$ cat src/rtl/vx_barrier_unit.sv
`default_nettype none
// ============================================================================
//  Module      : vx_barrier_unit
//  Description : Per-core warp barrier tracker. Counts warp arrivals for each
//                barrier ID and holds the arriving warps stalled. When the
//                last expected warp arrives, it releases every waiting warp at
//                once.
//  Ports       : clk              - clock, rising edge
//                reset            - asynchronous, active-low reset
//                barrier_valid    - arrival request this cycle
//                barrier_id       - target barrier
//                barrier_size_m1  - expected warp count minus one
//                barrier_wid      - arriving warp index
//                stalled_warps    - OR of all barrier wait masks
//                release_valid    - one-cycle completion pulse
//                release_mask     - warps released by that completion
//                barrier_busy     - per-barrier "has waiting warps" flag
//  Revision    : 1.0 - initial release
// ============================================================================
module vx_barrier_unit #(
    parameter int NUM_WARPS    = 4,
    parameter int NUM_BARRIERS = 4,
    parameter int NW_BITS      = $clog2(NUM_WARPS),
    parameter int NB_BITS      = $clog2(NUM_BARRIERS)
) (
    input  logic                    clk,
    input  logic                    reset,
    input  logic                    barrier_valid,
    input  logic [NB_BITS-1:0]      barrier_id,
    input  logic [NW_BITS-1:0]      barrier_size_m1,
    input  logic [NW_BITS-1:0]      barrier_wid,
    output logic [NUM_WARPS-1:0]    stalled_warps,
    output logic                    release_valid,
    output logic [NUM_WARPS-1:0]    release_mask,
    output logic [NUM_BARRIERS-1:0] barrier_busy
);

    // Per-barrier state: arrivals so far and the set of warps held at it.
    logic [NW_BITS-1:0]   r_count     [NUM_BARRIERS];
    logic [NUM_WARPS-1:0] r_wait_mask [NUM_BARRIERS];
    logic                 r_release_valid;
    logic [NUM_WARPS-1:0] r_release_mask;

    logic [NUM_WARPS-1:0] w_warp_onehot;
    logic [NUM_WARPS-1:0] w_cur_mask;
    logic [NW_BITS-1:0]   w_cur_count;
    logic                 w_dup;
    logic                 w_complete;
    logic [NUM_WARPS-1:0] w_stalled;

    assign w_warp_onehot = NUM_WARPS'(1) << barrier_wid;
    assign w_cur_mask    = r_wait_mask[barrier_id];
    assign w_cur_count   = r_count[barrier_id];

    // A warp already waiting on this barrier is re-arriving: a protocol
    // error that must neither count nor trigger a release.
    assign w_dup      = |(w_cur_mask & w_warp_onehot);

    // Completion uses the size carried by this request only.
    assign w_complete = (w_cur_count == barrier_size_m1);

    always_ff @(posedge clk or negedge reset) begin
        if (!reset) begin
            for (int b = 0; b < NUM_BARRIERS; b++) begin
                r_count[b]     <= '0;
                r_wait_mask[b] <= '0;
            end
            r_release_valid <= 1'b0;
            r_release_mask  <= '0;
        end else begin
            // Release outputs are single-cycle pulses; mask reads 0 otherwise.
            r_release_valid <= 1'b0;
            r_release_mask  <= '0;
            if (barrier_valid && !w_dup) begin
                if (w_complete) begin
                    // The final arriver is released directly and never stalls.
                    r_release_valid         <= 1'b1;
                    r_release_mask          <= w_cur_mask | w_warp_onehot;
                    r_count[barrier_id]     <= '0;
                    r_wait_mask[barrier_id] <= '0;
                end else begin
                    r_count[barrier_id]     <= w_cur_count + NW_BITS'(1);
                    r_wait_mask[barrier_id] <= w_cur_mask | w_warp_onehot;
                end
            end
        end
    end

    // Stall view is built from the stored masks only, so a completing
    // arrival clears the waiters' bits in the same cycle the pulse appears.
    always_comb begin
        w_stalled = '0;
        for (int b = 0; b < NUM_BARRIERS; b++) begin
            w_stalled = w_stalled | r_wait_mask[b];
        end
    end

    generate
        for (genvar g = 0; g < NUM_BARRIERS; g++) begin : g_busy
            assign barrier_busy[g] = |r_wait_mask[g];
        end
    endgenerate

    assign stalled_warps = w_stalled;
    assign release_valid = r_release_valid;
    assign release_mask  = r_release_mask;

endmodule
`default_nettype wire
$ cat config.mk
export PLATFORM = sky130hd
export DESIGN_NAME = vx_barrier_unit
export DESIGN_NICKNAME = d
export VERILOG_FILES = /design/src/rtl/vx_barrier_unit.sv
export SDC_FILE = /design/constraint.sdc
export NUM_CORES = 1
export LEC_CHECK = 0
export CAP_MARGIN = 25
export CORE_MARGIN = 2
export CORE_UTILIZATION = 48
export DETAILED_ROUTE_END_ITERATION = 8
export PLACE_DENSITY_LB_ADDON = 0.12
export SETUP_SLACK_MARGIN = 0.1
export SYNTH_ARGS = -nofsm -noshare
export SYNTH_HDL_FRONTEND = slang
export SYNTH_SLANG_ARGS = --single-unit
export TNS_END_PERCENT = 50
$ cat constraint.sdc
create_clock -name clk -period 1.7 [get_ports clk]
set_input_delay 0.51 -clock clk [delete_from_list [all_inputs] [get_ports clk]]
set_output_delay 0.51 -clock clk [all_outputs]
set_load 0.005 [all_outputs]
Word level (Yosys, flattened, before mapping)
Index checks and enable logic that the tools add are counted.

Input bits: 9. Register bits after elaboration: 29. Output and inout bits: 13.

Shifts and indexed selects: 1. Equality and inequality tests: 1. $add $sub $neg: 1. Reductions and logical operators: 8. Bitwise gates (word level): 10. Mux-type cells: 18. Order comparisons: 2.

Operators by type and width (number): $mux W4 (5); $reduce_or A4 Y1 (5); $and A16 B16 Y16 (1); $bwmux W16 (1); $mux W16 (1); $not A16 Y16 (1); $or A4 B4 Y4 (4); $and A8 B8 Y8 (1); $bmux W4 S2 (1); $bwmux W8 (1); $demux W4 S2 (1); $mux W8 (1); $not A8 Y8 (1); $mux W2 (3); $and A4 B4 Y4 (1); $bmux W2 S2 (1); $demux W2 S2 (1); $shl A1 B2 Y4 const A (1); $ge A3 B3 Y1 const B (1); $lt A3 B1 Y1 const B (1); $not A2 Y3 (1); $add A2 B1 Y2 const B (1); $eq A2 B2 Y1 (1); $logic_and A1 B1 Y1 (2); other kinds (2) (3).

Logic depth before layout (Yosys ltp)
Gate-level depths: netlist of the first run.

Depth after elaboration: 9. Depth in mapped cells: 6.

Least setup slack after synthesis of the first run
OpenSTA, ideal clock, no wires.

Kind: input -> register. From: input barrier_id[0]. To: register r_count[4] (netlist bit). Library setup time: 0.125 ns. Setup slack: -0.420 ns. Stages: 6. Data arrival time: 1.995 ns. Path buffers: 2. Path through: buf_6 > mux4_2 > a32oi_4 > and4_1 > buf_4 > mux2_2.

Cells in the longest elaborated chain, start to end: 8. Elaborated cells between the ends (all ways): 22. Those cells by class: add/sub: 1; order compare: 2; eq/ne: 1; mux: 10; bitwise: 4; reduce/logical: 4.

RTL lines: from (decl) (RTL line 29) `input logic [NB_BITS-1:0] barrier_id,`; $not A2 Y3 (implied by the code) *; $ge A3 B3 Y1 (implied by the code) (tied with other cells) (RTL line 79, 82); $logic_and A1 B1 Y1 (implied by the code) / $mux W4 (equally long branches) (RTL line 79, 82, 52); $mux W2 (implied by the code) / $mux W4 (equally long branches) (RTL line 79, 82, 52); $demux W2 S2 / $and A4 B4 Y4 (equally long branches) (RTL line 79, 82, 57); $not A8 Y8 (no line) / $reduce_or A4 Y1 (equally long branches); $and A8 B8 Y8 (no line) / $logic_not A1 Y1 (equally long branches); $mux W8 / $logic_and A1 B1 Y1 (equally long branches) (RTL line 75, 74); to (signal, indexed assignment) (RTL line 82) `r_count[barrier_id] <= w_cur_count + NW_BITS'(1);`; to (decl) (RTL line 39) `logic [NW_BITS-1:0] r_count [NUM_BARRIERS];`.

Mark *: on every way between the ends. The rest lies on a longest branch, timed or not. The select of a mux whose other input is x is not followed. A chain may end at the register's enable or synchronous reset.

Worst setup path in the final report of the first run
From: register r_wait_mask[4] (netlist bit). To: register r_wait_mask[9] (netlist bit).

Cells in the longest elaborated chain, start to end: 7.

RTL lines: from (decl) (RTL line 40) `logic [NUM_WARPS-1:0] r_wait_mask [NUM_BARRIERS];`; from (signal, indexed assignment) (RTL line 83) `r_wait_mask[barrier_id] <= w_cur_mask | w_warp_onehot;`; $bmux W4 S2 (RTL line 52) `assign w_cur_mask = r_wait_mask[barrier_id];`; $mux W4 (implied by the code) (2 in a row) (RTL line 52); $and A4 B4 Y4 (RTL line 57) `assign w_dup = |(w_cur_mask & w_warp_onehot);`; $reduce_or A4 Y1 (RTL line 57); $logic_not A1 Y1 (RTL line 74) `if (barrier_valid && !w_dup) begin`; $logic_and A1 B1 Y1 (RTL line 74).

Every way passes these cells. The select of a mux whose other input is x is not followed.

==> results of run 1 <==
[per-stage QoR]
step	cell area, um^2	util, %	std cells	setup slack (ns)	setup TNS [ns]
floorplan	1604	-	122	-0.4141	-9.118
global placement	2072	66.77	214	-0.9614	-28.19
detailed placement	2072	66.77	214	-1.024	-29.47
CTS	2405	77.50	242	-0.3678	-10.63
global route	2434	78.43	244	-0.4565	-14.27
finish	2434	78.43	244	-0.4032	-12.28
[path summary, 6_finish.rpt]
check | start | endpoint | cells after the start
setup / recovery | r_wait_mask[4]$_DFFE_PN0P_ | r_wait_mask[9]$_DFFE_PN0P_ | 6
hold / removal | r_count[0]$_DFFE_PN0P_ | r_count[0]$_DFFE_PN0P_ | 1
setup reg to reg | r_wait_mask[4]$_DFFE_PN0P_ | r_wait_mask[9]$_DFFE_PN0P_ | 6
hold reg to reg | r_count[0]$_DFFE_PN0P_ | r_count[0]$_DFFE_PN0P_ | 1
max in group asynchronous | reset | r_wait_mask[9]$_DFFE_PN0P_ | 2
min in group asynchronous | reset | r_wait_mask[14]$_DFFE_PN0P_ | 2
[worst register-to-register path, delay by kind of cell (launching register included)]
| family | cells | cell delay [ns] |
|---|---|---|
| multiplexers | 2 | 0.81 |
| flip-flops | 1 | 0.42 |
| AND/OR/NAND/NOR | 1 | 0.23 |
| AO/OA/AOI/OAI | 1 | 0.24 |
| buffers and inverters | 2 | 0.29 |
[synthesized netlist by cell type, types with 2 or more instances]
| cell type | instances |
|---|---|
| a21oi_1 | 11 |
| buf_2 | 3 |
| mux2i_1 | 2 |
| nor3_1 | 4 |
| mux4_2 | 8 |
| dfrtp_1 | 29 |
| xnor2_1 | 2 |
| nand4_1 | 2 |
| nand2_1 | 2 |
| mux2_2 | 30 |
| nor2_1 | 4 |
| or4_1 | 8 |
| inv_1 | 6 |
[power by group through the flow]
stage / registers [uW] / logic [uW] / clock network, uW
after floorplan: 1160 / 907 / 0
final: 1180 / 2360 / 577
after detailed placement: 1240 / 1650 / 0
after global routing: 1220 / 2520 / 617
after global placement: 1230 / 1600 / 0
after CTS: 1160 / 2250 / 588
[logic make-up (layout without fill, tap and decap cells)]
logic type      Yosys count  after routing  synth area share [%]
buf+inv                  12             90                 3.788
flops                    29             29                 45.78
simple gates             23             23                 8.524
mux                      40             40                 33.94
compound gates           16             16                 6.867
xor+xnor                  2              2                 1.105
[what timing repair did]
item                       CTS  global route
pin swaps                    5             4
gates cloned                 0             0
setup endpoints to repair   42            37
setup buffers               20             2
gates resized for setup     62            11
[flip-flops by register name (all words and copies together) (netlist names)]
register and count:
r_count 8, release_mask 4, r_wait_mask 16, release_valid 1
[routing by layer]
| layer | global-route usage [%] | vias up | part of all wire, % |
|---|---|---|---|
| li1 | - | 620 | - |
| met1 | 35.01 | 700 | 42 |
| met2 | 43.31 | 46 | 50 |
| met3 | 7.983 | 4 | 6.7 |
| met4 | 11.25 | 0 | 1.4 |
| met5 | 0 | - | 0 |
[cell type report]
| type | instances | share of cell area [%] |
|---|---|---|
| timing repair buffer | 76 | 25.66 |
| clock inverter | 3 | 1.902 |
| tap | 44 | 2.262 |
| clock buffer | 5 | 1.542 |
| inverter | 6 | 0.9255 |
| sequential | 29 | 29.82 |
| multi-input combinational | 81 | 37.89 |
==> reports/metrics.cfg, run 1 <==
[timing]
worst_slack_ns = -0.4032
clock_skew_ns = 0.009110
drv_slew = 0
tightest_slew_ns = 0.4669
slew_headroom_pct = 68.74
hold_violations = 0
period_needed_ns = 2.103
finalCritPeriodShare_pct = 123.7
setup_viol = 37
fin_hold_ws_ns = 0.5154
rsz0062_at_grt = yes
fmax_mhz = 475.5

[min_path]
hold_class = reg2reg

[worst_setup_path]
cp.arrival_ns = 2.33
endpoint_kind = flop
cp.required_ns = 1.93
path_buf_inv = 2
r2r_slack_ns = -0.40
cp_slowest_cell = mux4_2
crit_path_start_kind = flop
critPathMostFrequentCell = buf_6
crit_fanout = 6
slowest_delay_ns = 0.50
path_class = reg2reg
critPathTopFamily = multiplexers
crit_chain = buf_6, mux4_2, a32oi_4, and4_1, buf_6, mux2_4

[clocking]
cts_max_path_buffers = 2
ctsHtreeMaxLevel = 2
clock_sinks = 29
holdBufCountCts = 0
clk_pin_slew_worst_paths_ns = 0.10
cts_buffers = 5
cts_tree = yes
clkLatencyLatePin_ns = 0.34
clockRootBuffer = clkbuf_4

[grt]
grt_pass1_vias = 1431
antenna_found_initial = 0
grt_pass1_wl_um = 7141
grt_max_degree = 30
grt_remaining_overflow = 0
track_usage_pct = 27.22

[power]
irDropWorstVdd_mv = 0.8571
p_leak_uw = 0.001133
p_int_uw = 2692
pwr-share-comb_pct = 57.2
seq_power_share_pct = 28.7
p_switching_uw = 1425
p_sw_share_pct = 34.61
total_power_uw = 4118
pwr-share-clk_pct = 14.0
power.density_mw_per_mm2 = 1692

[drt]
via_per_inst = 5.615
via_count = 1370
ant_nets = 0
post_drt_wl_per_cell_um = 17.85
drc = 0
drtPass1Iterations = 4
routed_wl_um = 4355
drtIter0Drc = 90

[finish]
multi_input_area_um2 = 922.1
syn_to_final_growth_pct = 53.51
nNetsFinal = 208
drive_above_1_share_pct = 61.50
fill_cells = 211
antenna_cells = 0
regArea_um2 = 725.7
final_cell_mix = buf_4 (46), dfrtp_1 (29), mux2_2 (24), buf_6 (10), mux4_2 (8)
mostFrequentLayoutCell = buf_4

[place]
dp_hpwl_um = 2854
io_buffers = 21
globalplace.congestion = 0.8816

[logic_synthesis]
ys_top_cells_by_area = dfrtp_1 (46%), mux2_2 (21%), mux4_2 (11%), or4_1 (3.8%), a21oi_1 (3.5%)
syn_inst = 122
ys.flop_type = dfrtp_1
synth-seq-area-share_pct = 45.78
async_flop_share_pct = 100.0
synth_largest_area_cell = dfrtp_1
ys_ff_latch = 29
synth_cell_type_count = 24
synth_area_mm2 = 0.001585
avgSynthCellArea_um2 = 12.99
synth_edf_count = 0
yosysWarningCount = 0
synth_top_cell_area_share_pct = 45.78
synth_fp_nets = 131

[flow_run]
max_cap_violations = 0

[floorplan]
initial_core_util_pct = 51.09
die_w_um = 61.47
fp.dieArea_mm2 = 0.003779
die_y_um = 61.47
rows = 20
core-area_mm2 = 0.003103
io_pins = 22

[status]
status = finished, violations left
violations = setup timing

No activity file was read; power rests on OpenSTA's default activity.
==> inputs of run 2 (changes only) <==
- CTS_CLUSTER_DIAMETER: unset -> 120
==> results of run 2 <==
No change in the layout: final DEF, timing and power equal those of run 1.
